**config.mk**
```make
export PLATFORM = sky130hd
export DESIGN_NAME = fetch_unit
export DESIGN_NICKNAME = d
export VERILOG_FILES = /design/src/rtl/fetch_unit_pkg.sv /design/src/rtl/fetch_queue.sv /design/src/rtl/fetch_unit.sv
export SDC_FILE = /design/constraint.sdc
export NUM_CORES = 1
export LEC_CHECK = 0
export BUFFER_PORTS_ARGS = -buffer_cell sky130_fd_sc_hd__buf_2
export CAP_MARGIN = 20
export CELL_PAD_IN_SITES_DETAIL_PLACEMENT = 1
export CELL_PAD_IN_SITES_GLOBAL_PLACEMENT = 1
export CORE_MARGIN = 2
export CORE_UTILIZATION = 35
export DETAILED_ROUTE_END_ITERATION = 16
export PLACE_DENSITY_LB_ADDON = 0.1
export SYNTH_ARGS = -nofsm -noshare
export SYNTH_HDL_FRONTEND = slang
export SYNTH_HIERARCHICAL = 1
export SYNTH_SLANG_ARGS = --single-unit
```
**constraint.sdc**
```tcl
create_clock -name clk -period 16.8 [get_ports clk]
set_clock_uncertainty 0.05 [all_clocks]
set_input_delay 0.84 -clock clk [delete_from_list [all_inputs] [get_ports clk]]
set_output_delay 0.84 -clock clk [all_outputs]
set_load 0.02 [all_outputs]
```
**src/rtl/fetch_unit_pkg.sv**
```systemverilog
// Shared types for the fetch unit and its queue.
// Instruction/address paths, FSM states, queue entry.
package fetch_unit_pkg;

  typedef logic [31:0] InsnPath;
  typedef logic [31:0] InsnAddrPath;

  localparam InsnAddrPath INSN_PC_INC = 32'd4;

  typedef enum logic [1:0] {
    IDLE,
    REQ,
    WAIT,
    DRAIN
  } FetchState;

  typedef struct packed {
    InsnPath     insn;
    InsnAddrPath pc;
  } FetchQueueEntry;

endpackage

```
**src/rtl/fetch_queue.sv**
```systemverilog
// Circular fetch FIFO with synchronous flush.
// Push and pop may coincide at any occupancy.
module fetch_queue
  import fetch_unit_pkg::*;
#(
  parameter int DEPTH = 4
) (
  input  logic                       clk,
  input  logic                       rst,
  input  logic                       push,
  input  FetchQueueEntry             pushEntry,
  input  logic                       pop,
  input  logic                       flush,
  output logic                       full,
  output logic                       empty,
  output logic [$clog2(DEPTH):0]     count,
  output FetchQueueEntry             head
);

  localparam int PW = $clog2(DEPTH);
  localparam logic [PW:0] FULL_CNT = (PW+1)'(DEPTH);

  FetchQueueEntry mem [DEPTH];
  logic [PW-1:0] headPtr;
  logic [PW-1:0] tailPtr;
  logic [PW:0]   cnt;
  logic          doPush;
  logic          doPop;

  assign full   = (cnt == FULL_CNT);
  assign empty  = (cnt == '0);
  assign count  = cnt;
  assign head   = mem[headPtr];
  assign doPop  = pop && !empty;
  assign doPush = push && (!full || doPop);

  // Pointers wrap naturally: depth is a power of two.
  always_ff @(posedge clk or posedge rst) begin
    if (rst) begin
      headPtr <= '0;
      tailPtr <= '0;
      cnt     <= '0;
      for (int i = 0; i < DEPTH; i++) begin
        mem[i] <= '0;
      end
    end else if (flush) begin
      headPtr <= '0;
      tailPtr <= '0;
      cnt     <= '0;
    end else begin
      if (doPush) begin
        mem[tailPtr] <= pushEntry;
        tailPtr      <= tailPtr + 1'b1;
      end
      if (doPop) begin
        headPtr <= headPtr + 1'b1;
      end
      cnt <= cnt + {{PW{1'b0}}, doPush}
                 - {{PW{1'b0}}, doPop};
    end
  end

endmodule

```
**src/rtl/fetch_unit.sv**
```systemverilog
// Fetch unit: PC, one-outstanding imem handshake,
// redirect flush with stale-response drain.
module fetch_unit
  import fetch_unit_pkg::*;
#(
  parameter int          QUEUE_DEPTH = 4,
  parameter InsnAddrPath RESET_PC    = 32'h0
) (
  input  logic        clk,
  input  logic        rst,
  input  logic        brRedirect,
  input  logic [31:0] brTarget,
  output logic        imemReq,
  output logic [31:0] imemAddr,
  input  logic        imemGnt,
  input  logic        imemRspValid,
  input  logic [31:0] imemRspData,
  output logic        insnValid,
  output logic [31:0] insn,
  output logic [31:0] insnPC,
  input  logic        insnReady
);

  localparam int CW = $clog2(QUEUE_DEPTH) + 1;
  localparam logic [CW-1:0] DEPTH_CNT = CW'(QUEUE_DEPTH);

  FetchState      state;
  FetchState      stateNext;
  InsnAddrPath    pc;
  InsnAddrPath    pcNext;
  InsnAddrPath    reqPC;
  InsnAddrPath    reqPCNext;
  logic           hs;
  logic           push;
  logic           pop;
  logic           qFull;
  logic           qEmpty;
  logic [CW-1:0]  qCount;
  FetchQueueEntry qHead;
  FetchQueueEntry qIn;

  assign imemAddr  = pc;
  assign insnValid = !qEmpty;
  assign insn      = qHead.insn;
  assign insnPC    = qHead.pc;
  assign pop       = insnValid && insnReady && !brRedirect;
  assign qIn       = '{insn: imemRspData, pc: reqPC};

  fetch_queue #(
    .DEPTH(QUEUE_DEPTH)
  ) uQueue (
    .clk      (clk),
    .rst      (rst),
    .push     (push),
    .pushEntry(qIn),
    .pop      (pop),
    .flush    (brRedirect),
    .full     (qFull),
    .empty    (qEmpty),
    .count    (qCount),
    .head     (qHead)
  );

  // Next-state, request and enqueue decisions; redirect overrides.
  always_comb begin
    stateNext = state;
    pcNext    = pc;
    reqPCNext = reqPC;
    imemReq   = 1'b0;
    hs        = 1'b0;
    push      = 1'b0;
    unique case (state)
      IDLE: stateNext = REQ;
      REQ: begin
        imemReq = (qCount < DEPTH_CNT);
        hs      = imemReq && imemGnt;
        if (hs) begin
          reqPCNext = pc;
          pcNext    = pc + INSN_PC_INC;
          stateNext = WAIT;
        end
      end
      WAIT: begin
        if (imemRspValid) begin
          push      = !qFull;
          stateNext = REQ;
        end
      end
      DRAIN: begin
        if (imemRspValid) stateNext = REQ;
      end
      default: stateNext = IDLE;
    endcase
    if (brRedirect) begin
      pcNext = brTarget;
      push   = 1'b0;
      unique case (state)
        IDLE:    stateNext = REQ;
        REQ:     stateNext = hs ? DRAIN : REQ;
        WAIT:    stateNext = imemRspValid ? REQ : DRAIN;
        DRAIN:   stateNext = imemRspValid ? REQ : DRAIN;
        default: stateNext = IDLE;
      endcase
    end
  end

  // State, PC and in-flight request PC registers.
  always_ff @(posedge clk or posedge rst) begin
    if (rst) begin
      state <= IDLE;
      pc    <= RESET_PC;
      reqPC <= RESET_PC;
    end else begin
      state <= stateNext;
      pc    <= pcNext;
      reqPC <= reqPCNext;
    end
  end

endmodule

```
Yosys cells after proc, flatten, opt, wreduce, memory -nomap -nowiden. Index checks and enable logic that the tools add are counted.

Add/subtract/negate cells: 5. Magnitude comparators: 4. Equality and inequality tests: 6. Multiplexer cells: 26. Bitwise gates (word level): 3. Reductions and logical operators: 21.

Operator list (count): $bwmux W256 (1); $mux W64 (3); $bmux W64 S2 (1); $demux W64 S2 (1); $mux W32 (3); $add A32 B3 Y32 const B (1); $mux W2 (9); $pmux W2 S3 (2); $reduce_and A2 Y1 (4); $reduce_bool A2 Y1 (4); $ge A3 B3 Y1 const B (2); $logic_and A1 B1 Y1 (6); $not A2 Y3 (2); $mux W1 (5); $add A2 B1 Y2 const B (2); $eq A2 B2 Y1 const B (2); $add A3 B1 Y3 (1); $eq A3 B3 Y1 const B (1); $logic_not A1 Y1 (3); $logic_not A3 Y1 (1); $lt A3 B1 Y1 const B (1); $lt A3 B3 Y1 const B (1); $mux W3 (1); $ne A3 B1 Y1 const B (1); 7 further kinds (7).

Flip-flop bits (word level): 329. Bits of input ports: 70. Output and inout bits: 98. Logic and storage cells: 79.

Logic depth before layout (Yosys ltp). Gate-level depths: netlist (run 1).

Word-level depth: 10. Mapped depth: 15.

By module. Netlist (run 1), hierarchy kept.

By module, submodules not included: fetch_queue (times used 1, cells each 667, area each 12419.4 µm²); fetch_unit (times used 1, cells each 348, area each 3111.7 µm²).

Worst setup path before layout (run 1). Ideal clock, no wire load.

Path type: input port to flip-flop. Start point: input port brRedirect. End point: register uQueue.cnt[2], in the netlist uQueue/count[2]. Arrival: 3.728 ns. Data required time: 16.663 ns. Slack: 12.935 ns. Stages: 15. Path through: clkbuf_1 -> clkinv_1 -> clkbuf_1 -> and3_1 -> nor4b_4 -> and2b_2 -> inv_1 -> ha_1 -> inv_1 -> ha_1 -> inv_1 -> fa_1 -> xor2_1 -> and2_1 -> nor3_1.

Longest elaborated chain between the ends: 8. Elaborated cells between the ends (all ways): 9.

Ends and longest elaborated chain: start: declaration (line fetch_unit.sv:11) `input logic brRedirect,`; $logic_not A1 Y1 (*) (line fetch_unit.sv:46) `assign pop = insnValid && insnReady && !brRedirect;`; $logic_and A1 B1 Y1 (*) (line fetch_unit.sv:46); via pop (line fetch_unit.sv:35) `logic pop;`; $logic_and A1 B1 Y1 (*) (line fetch_queue.sv:34) `assign doPop = pop && !empty;`; $logic_or A1 B1 Y1 (line fetch_queue.sv:35) `assign doPush = push && (!full || doPop);`; $logic_and A1 B1 Y1 (line fetch_queue.sv:35); $add A3 B1 Y3 (line fetch_queue.sv:58) `cnt <= cnt + {{PW{1'b0}}, doPush}`; $sub A3 B1 Y3 (*) (line fetch_queue.sv:59) `- {{PW{1'b0}}, doPop};`; $mux W3 (*) (line fetch_queue.sv:46) `end else if (flush) begin`; end signal: assignment (line fetch_queue.sv:58); end: declaration (line fetch_queue.sv:26) `logic [PW:0] cnt;`.

Mark *: on every way through the listed nets, which the timed path passes. The rest lies on a longest branch. A chain may end at the register's enable or synchronous reset.

Worst setup path after layout (run 1).
Start point: input port brRedirect. End point: register uQueue/mem[190] (netlist name).

Elaborated cells between the ends (all ways): 8.

RTL lines: $mux W1 (line fetch_unit.sv:94) `if (brRedirect) begin`; via push (line fetch_unit.sv:34) `logic push;`; $logic_and A1 B1 Y1 (line fetch_queue.sv:35); $reduce_and A2 Y1 (no source line); end signal: indexed assignment (line fetch_queue.sv:52) `mem[tailPtr] <= pushEntry;`; end: declaration (line fetch_queue.sv:23) `FetchQueueEntry mem [DEPTH];`.

The timed path passes the listed nets, and every way through them passes these cells.

==> summary.md, run 1 <==
| Metric | Value |
|---|---|
| Status | finished clean |
| HP Class | input pin to asynchronous set/reset pin |
| Starting Density | 35.3% |
| Crit path to | uQueue/mem[190]$_DFFE_PP0P_ |
| Int Pwr | roughly 1.6 mW |
| Synthesized-area fraction occupied by adder cells | less than 1% |
| Most frequent cells in the layout | 327 x dfrtp_1, 180 x mux2_4, 167 x buf_2, 116 x nand2_1, 74 x mux2_2 |
| Flop and latch count out of synthesis | between 300 and 400 |
| Worst Setup End Kind | flop |
| Largest family of logic cells by synthesized area | multiplexers |
| WL/cell | 21.8 microns |
| Post-Syn Nets | 1093 |
| Die Area | 46100 sq um |
| I/O Buffers | ~170 |
| GPL Wtd Cong | around 0.73 |
| Post-DR vias/cell | 5.02 |
| Antenna Diode Count | 0 |
| Post-layout min period | 4240 ps |
| # fillers | roughly 4500 |
| Layout area overhead | 16.7% |
| Vias | just over 9000 |
| Yosys cell types | between 50 and 60 |
| Drc violations | 0 |
| Final Max Slew Viols | 0 |
| Largest net degree at the start of global routing | between 100 and 150 |
| FF-to-FF setup slack | between 10000 and 15000 ps |
| Slew headroom | slightly below 30% |
| Critical Path AT | between 4000 and 5000 ps |
| Post-Syn Area per Cell | approximately 15 sq um |
| Detailed placer's ending HPWL | 23800 microns |
| Sequential power share | between 40 and 50% |
| RSZ-0062 raised after global routing | false |
| Multi-input logic area | 6700 sq um |
| Final nets | 1257 |
| Sequential share of the synthesized area | between 50% and 60% |
| Final hold vios | 0 |
| Synth Flop Type | dfrtp_1 |
| TritonRoute pass-1 iters | 4 |
| Post-synth EDFFs | 0 |
| TNS Setup | 0 ps |
| Leak | roughly 8.6 nW |
| Max Cap Violations | 0 |
| Setup violators final | 0 |
| Async SR Flop Fraction | 100% |
| Sink Count | around 330 |
| Critical path class | input pin to flop |
| Max VDD drop | just over 0.07 mV |
| Most common cell after layout, fill and taps aside | dfrtp_1 |
| Grt total ovfl | 0 |
| Storage cell area | ~8200 sq um |
| Placeable core area | between 40000 and 50000 sq um |
| Post_cts resized | 0 |
| Post-synthesis cell area | ~16000 sq um |
| Root Buffer | clkbuf_16 |
| Total GRT Usage | between 15 and 20% |
| Fmax | 0.236 GHz |
| Simple-Gate Fraction of Synth Area | between 6 and 7% |
| Antenna Nets Post-Route | 0 |
| Iteration-0 DRC Markers | between 300 and 400 |
| Total wire length | ~39000 microns |
| Crit share post-route | 25.2% |
| Non-Filler Instances | ~1800 |
| Worst-case clock buffer depth | 3 |
| CTS clk-pin slew, worst paths | roughly 50 ps |
| Later-pin clock latency in the skew report | between 500 and 600 ps |
| Hold_buf cts | 0 |
| Synth Area in XOR/XNOR | less than 1% |
| Post-Synthesis Cells | 1015 |
| Worst reg2reg path depth | 6 |
| Comb pwr share | approximately 14% |
| Net switching power | roughly 0.58 mW |
| CP Data Required Time | approximately 17000 ps |
| Yosys warns | 6 |
| Layout cells sized above 1 | approximately half |
| Row count | 77 |
| TritonCTS buffer count | ~40 |
| Switching power share of the total | between 20% and 30% |
| I/O pin total | between 150 and 200 |
| Beginning of the critical path | brRedirect |
| Die height | 215 microns |
| Post-DP Area | 16700 sq um |
| RR Endpoint | uQueue/mem[190]$_DFFE_PP0P_ |
| Post-CTS setup buffers | 0 |
| Multiplexer area fraction after synthesis | roughly a third |
| Crit-path max FO | 48 |
| Die Width | between 200 and 250 microns |
| First-pass GRT wire length | around 63000 microns |
| CTS tree | built |
| H-tree levels | 2 |
| Crit path launch type | input pin |
| Slew @ Worst Pin | ~1100 ps |
| Initial antenna violation count | 0 |
| Compound-gate portion of the synthesized area | roughly 2.2% |
| Power density over cell area | between 100 and 150 nW/um^2 |
| Worst r2r src | uQueue/count[2]$_DFF_PP0_ |
| Design Area, Final | about 18000 sq um |
| Clock network power share | between 40% and 50% |
| Vias in the first global route | 10100 |
| Placed cell count | 1727 |
[layer usage]
| metal | global-route usage [%] | wire, microns | vias up |
|---|---|---|---|
| li1 | - | - | 4024 |
| met1 | 25.0 | 19000 | 4797 |
| met2 | 27.2 | 17700 | 171 |
| met3 | 3.59 | 1730 | 56 |
| met4 | 4.93 | 740 | 0 |
| met5 | 0 | 0 | - |
[cell usage after synthesis (4+ instances only)]
master,n,area [sq um]
inv_1,16,60.1
o31ai_1,10,75.1
o21ai_0,20,100
nand2_1,116,435
mux2_2,74,833
nor2_1,19,71.3
dfrtp_1,329,8230
xnor2_1,4,35.0
nand4_1,7,43.8
o211ai_1,5,37.5
nor3_1,5,25.0
or3_1,7,43.8
nand3_1,15,75.1
ha_1,7,87.6
xor2_1,6,52.6
mux4_2,64,1440
buf_1,8,30.0
mux2_1,5,56.3
a31oi_1,14,87.6
buf_6,4,45.0
or4_1,16,120
buf_12,18,360
clkbuf_1,21,78.8
mux2_4,180,2700
buf_2,12,60.1
[cells by family after synthesis]
logic type,after synthesis
AO/OA/AOI/OAI,55
XOR/XNOR,10
adder cells (fa/ha/maj),8
buffers and inverters,80
flip-flops,329
multiplexers,324
AND/OR/NAND/NOR,209
[per-stage QoR]
step / worst slack (ps) / power, mW / hold slack [ps] / utilization, %
finish: 12560 / 2.14 / 434 / 41.2
global route: 12340 / 2.24 / 443 / 41.2
CTS: 12560 / 2.17 / 414 / 41.1
detailed placement: 11940 / 1.25 / 424 / 38.0
global placement: 12130 / 1.25 / 418 / 38.0
floorplan: 8670 / 1.13 / 402 / -
[flip-flops by register name, summed over array words and instances (netlist names)]
register        count
reqPC              32
state               2
uQueue/mem        256
imemAddr           32
uQueue/count        3
uQueue/headPtr      2
uQueue/tailPtr      2
[power groups by stage]
stage                     clock [mW]  sequential (mW)  combinational (mW)
after global placement             0            0.945               0.304
final                          0.900            0.933               0.302
after floorplan                    0            0.929               0.202
after global routing           0.967            0.945               0.329
after detailed placement           0            0.945               0.309
after CTS                      0.933            0.933               0.309
[worst min path at each step]
| stage | startpoint | to | slack, ps | cells past startpoint |
|---|---|---|---|---|
| 2_1_floorplan | uQueue/mem[107]$_DFFE_PP0P_ | uQueue/mem[107]$_DFFE_PP0P_ | 400 | 1 |
| 3_3_place_gp | uQueue/mem[107]$_DFFE_PP0P_ | uQueue/mem[107]$_DFFE_PP0P_ | 420 | 1 |
| 3_5_place_dp | uQueue/mem[69]$_DFFE_PP0P_ | uQueue/mem[69]$_DFFE_PP0P_ | 420 | 1 |
| 4_1_cts | brTarget[4] | imemAddr[4]$_DFFE_PP0P_ | 410 | 3 |
| 5_1_grt | brTarget[4] | imemAddr[4]$_DFFE_PP0P_ | 440 | 3 |
| 6_report | rst | uQueue/mem[192]$_DFFE_PP0P_ | 430 | 2 |
[worst max-delay path, stage by stage]
cell,delay [ps]
buf_2,100
buf_4,280
nor4_1,800
nor4bb_4,800
buf_4,610
buf_4,720
mux2_2,410
[area by class of cell]
| cell class | count | area share (%) |
|---|---|---|
| inverter | 17 | 0.394 |
| multi-input combinational | 606 | 37.0 |
| tap | 592 | 4.09 |
| sequential | 329 | 45.5 |
| clock buffer | 61 | 6.86 |
| timing repair buffer | 184 | 5.43 |
| clock inverter | 12 | 0.780 |
(Power assumes the default switching activity.)
==> inputs of run 2 (changes only) <==
clock period = 3.9 ns   (was 16.8 ns; I/O delays follow)
==> summary.md, run 2 (synthesized netlist as in run 1, its figures left out) <==
| Metric | Value |
|---|---|
| Hold_buf cts | between 60 and 70 |
| Max Cap Violations | 0 |
| Fmax | 0.311 GHz |
| Crit share post-route | between 80% and 90% |
| Post-layout min period | about 3200 ps |
| Non-Filler Instances | approximately 1900 |
| Slew headroom | between 30% and 40% |
| Most common cell after layout, fill and taps aside | dfrtp_1 |
| Critical path class | flop to flop |
| Slew @ Worst Pin | approximately 900 ps |
| Vias | between 9000 and 10000 |
| HP Class | input pin to flop |
| Leak | a little under 9 nW |
| Initial antenna violation count | 0 |
| Final hold vios | 0 |
| # fillers | 4495 |
| Post_cts resized | 0 |
| I/O pin total | around 170 |
| Die Area | between 40000 and 50000 sq um |
| Detailed placer's ending HPWL | roughly 24000 microns |
| PnR Total Power | about 9.2 mW |
| Vias in the first global route | around 10000 |
| Post-CTS setup buffers | 0 |
| GPL Wtd Cong | 0.723 |
| Antenna Nets Post-Route | 0 |
| Max FFs per register | approximately 260 |
| Iteration-0 DRC Markers | between 400 and 500 |
| Later-pin clock latency in the skew report | ~550 ps |
| Drc violations | 0 |
| TritonCTS buffer count | 40 |
| Crit-path max FO | 9 |
| Multi-input logic area | ~6700 sq um |
| Placeable core area | 44000 sq um |
| CP Data Required Time | between 4000 and 5000 ps |
| Most frequent cells in the layout | 327 x dfrtp_1, 180 x mux2_4, 167 x buf_2, 116 x nand2_1, 74 x mux2_2 |
| Storage cell area | between 8000 and 9000 sq um |
| Largest net degree at the start of global routing | 77 |
| H-tree levels | 2 |
| Pre-CTS setup slack | ~730 ps |
| Sink Count | 329 |
| Final core occ | 42.8% |
| Die height | 215 microns |
| Row count | 77 |
| Setup violators final | 0 |
| Placed cell count | between 1500 and 2000 |
| TNS Setup | 0 ps |
| Root Buffer | clkbuf_16 |
| Final nets | ~1300 |
| Starting Density | roughly a third |
| Total wire length | about 39000 microns |
| Layout cells sized above 1 | 45.8% |
| TritonRoute pass-1 iters | 4 |
| RSZ-0062 raised after global routing | false |
| CTS tree | built |
| Antenna Diode Count | 0 |
| First-pass GRT wire length | approximately 63000 microns |
| Final Worst Setup Slack | 685 ps |
| Largest Register | uQueue/mem |
| Post-DR vias/cell | a little under 5 |
| Power density over cell area | ~490 nW/um^2 |
| Die Width | 215 microns |
| Total GRT Usage | between 10% and 20% |
| I/O Buffers | 167 |
| Grt total ovfl | 0 |
| Worst Setup End Kind | flop |
| Status | finished clean |
| Max VDD drop | around 0.25 mV |
| Worst-case clock buffer depth | 3 |
| Layout area overhead | 21.5% |
| CTS clk-pin slew, worst paths | 60 ps |
| Crit path launch type | flop |
| WL/cell | around 21 microns |
| Critical Path AT | 3610 ps |
| Final Max Slew Viols | 0 |
[run 2: critical path, cell delays in order, from the launching register on]
cell	delay [ps]
dfrtp_1	500
nor3_1	360
inv_1	90
and3_1	220
nor4b_4	290
and2b_2	250
inv_1	90
ha_1	240
inv_1	60
ha_1	130
inv_1	40
fa_1	370
xor2_1	160
and2_1	160
nor3_1	120
[run 2: per-stage QoR]
| step | hold WS (ps) | instance area [sq um] |
|---|---|---|
| 2_1_floorplan | 241 | 15500 |
| 4_1_cts | 117 | 18900 |
| 6_report | 130 | 18900 |
| 3_5_place_dp | 359 | 16900 |
| 5_1_grt | 159 | 18900 |
| 3_3_place_gp | 354 | 16900 |
[run 2: cell type report]
type,count,share of cell area [%]
sequential,329,43.7
multi-input combinational,606,35.5
clock buffer,58,6.15
clock inverter,12,0.862
timing repair buffer,259,9.50
tap,592,3.93
inverter,17,0.358
[run 2: final timing paths]
check                                             from                           to  slack (ps)  depth (start not counted)
min reg2reg                uQueue/mem[107]$_DFFE_PP0P_  uQueue/mem[107]$_DFFE_PP0P_         430                          1
max reg2reg                  uQueue/count[2]$_DFF_PP0_    uQueue/count[2]$_DFF_PP0_         690                         14
min in group asynchronous                          rst   uQueue/mem[75]$_DFFE_PP0P_         370                          3
max in group asynchronous                          rst        reqPC[26]$_DFFE_PP0P_        2440                          4
min                                            imemGnt         reqPC[2]$_DFFE_PP0P_         130                          4
max                          uQueue/count[2]$_DFF_PP0_    uQueue/count[2]$_DFF_PP0_         690                         14
[run 2: metal layers]
layer  vias up  share of wire [%]  track usage (%)
li1       4161                  -                -
met1      4842                 49             25.3
met2       163                 46             27.4
met3        44                3.7             3.12
met4         0                2.2             5.30
met5         -                  0                0
[run 2: report_power, final]
part	switching, mW	total (mW)	internal (mW)
Combinational	0.700	1.35	0.652
Sequential	0.312	4.02	3.71
Clock	1.46	3.78	2.32
Total	2.47	9.15	6.68
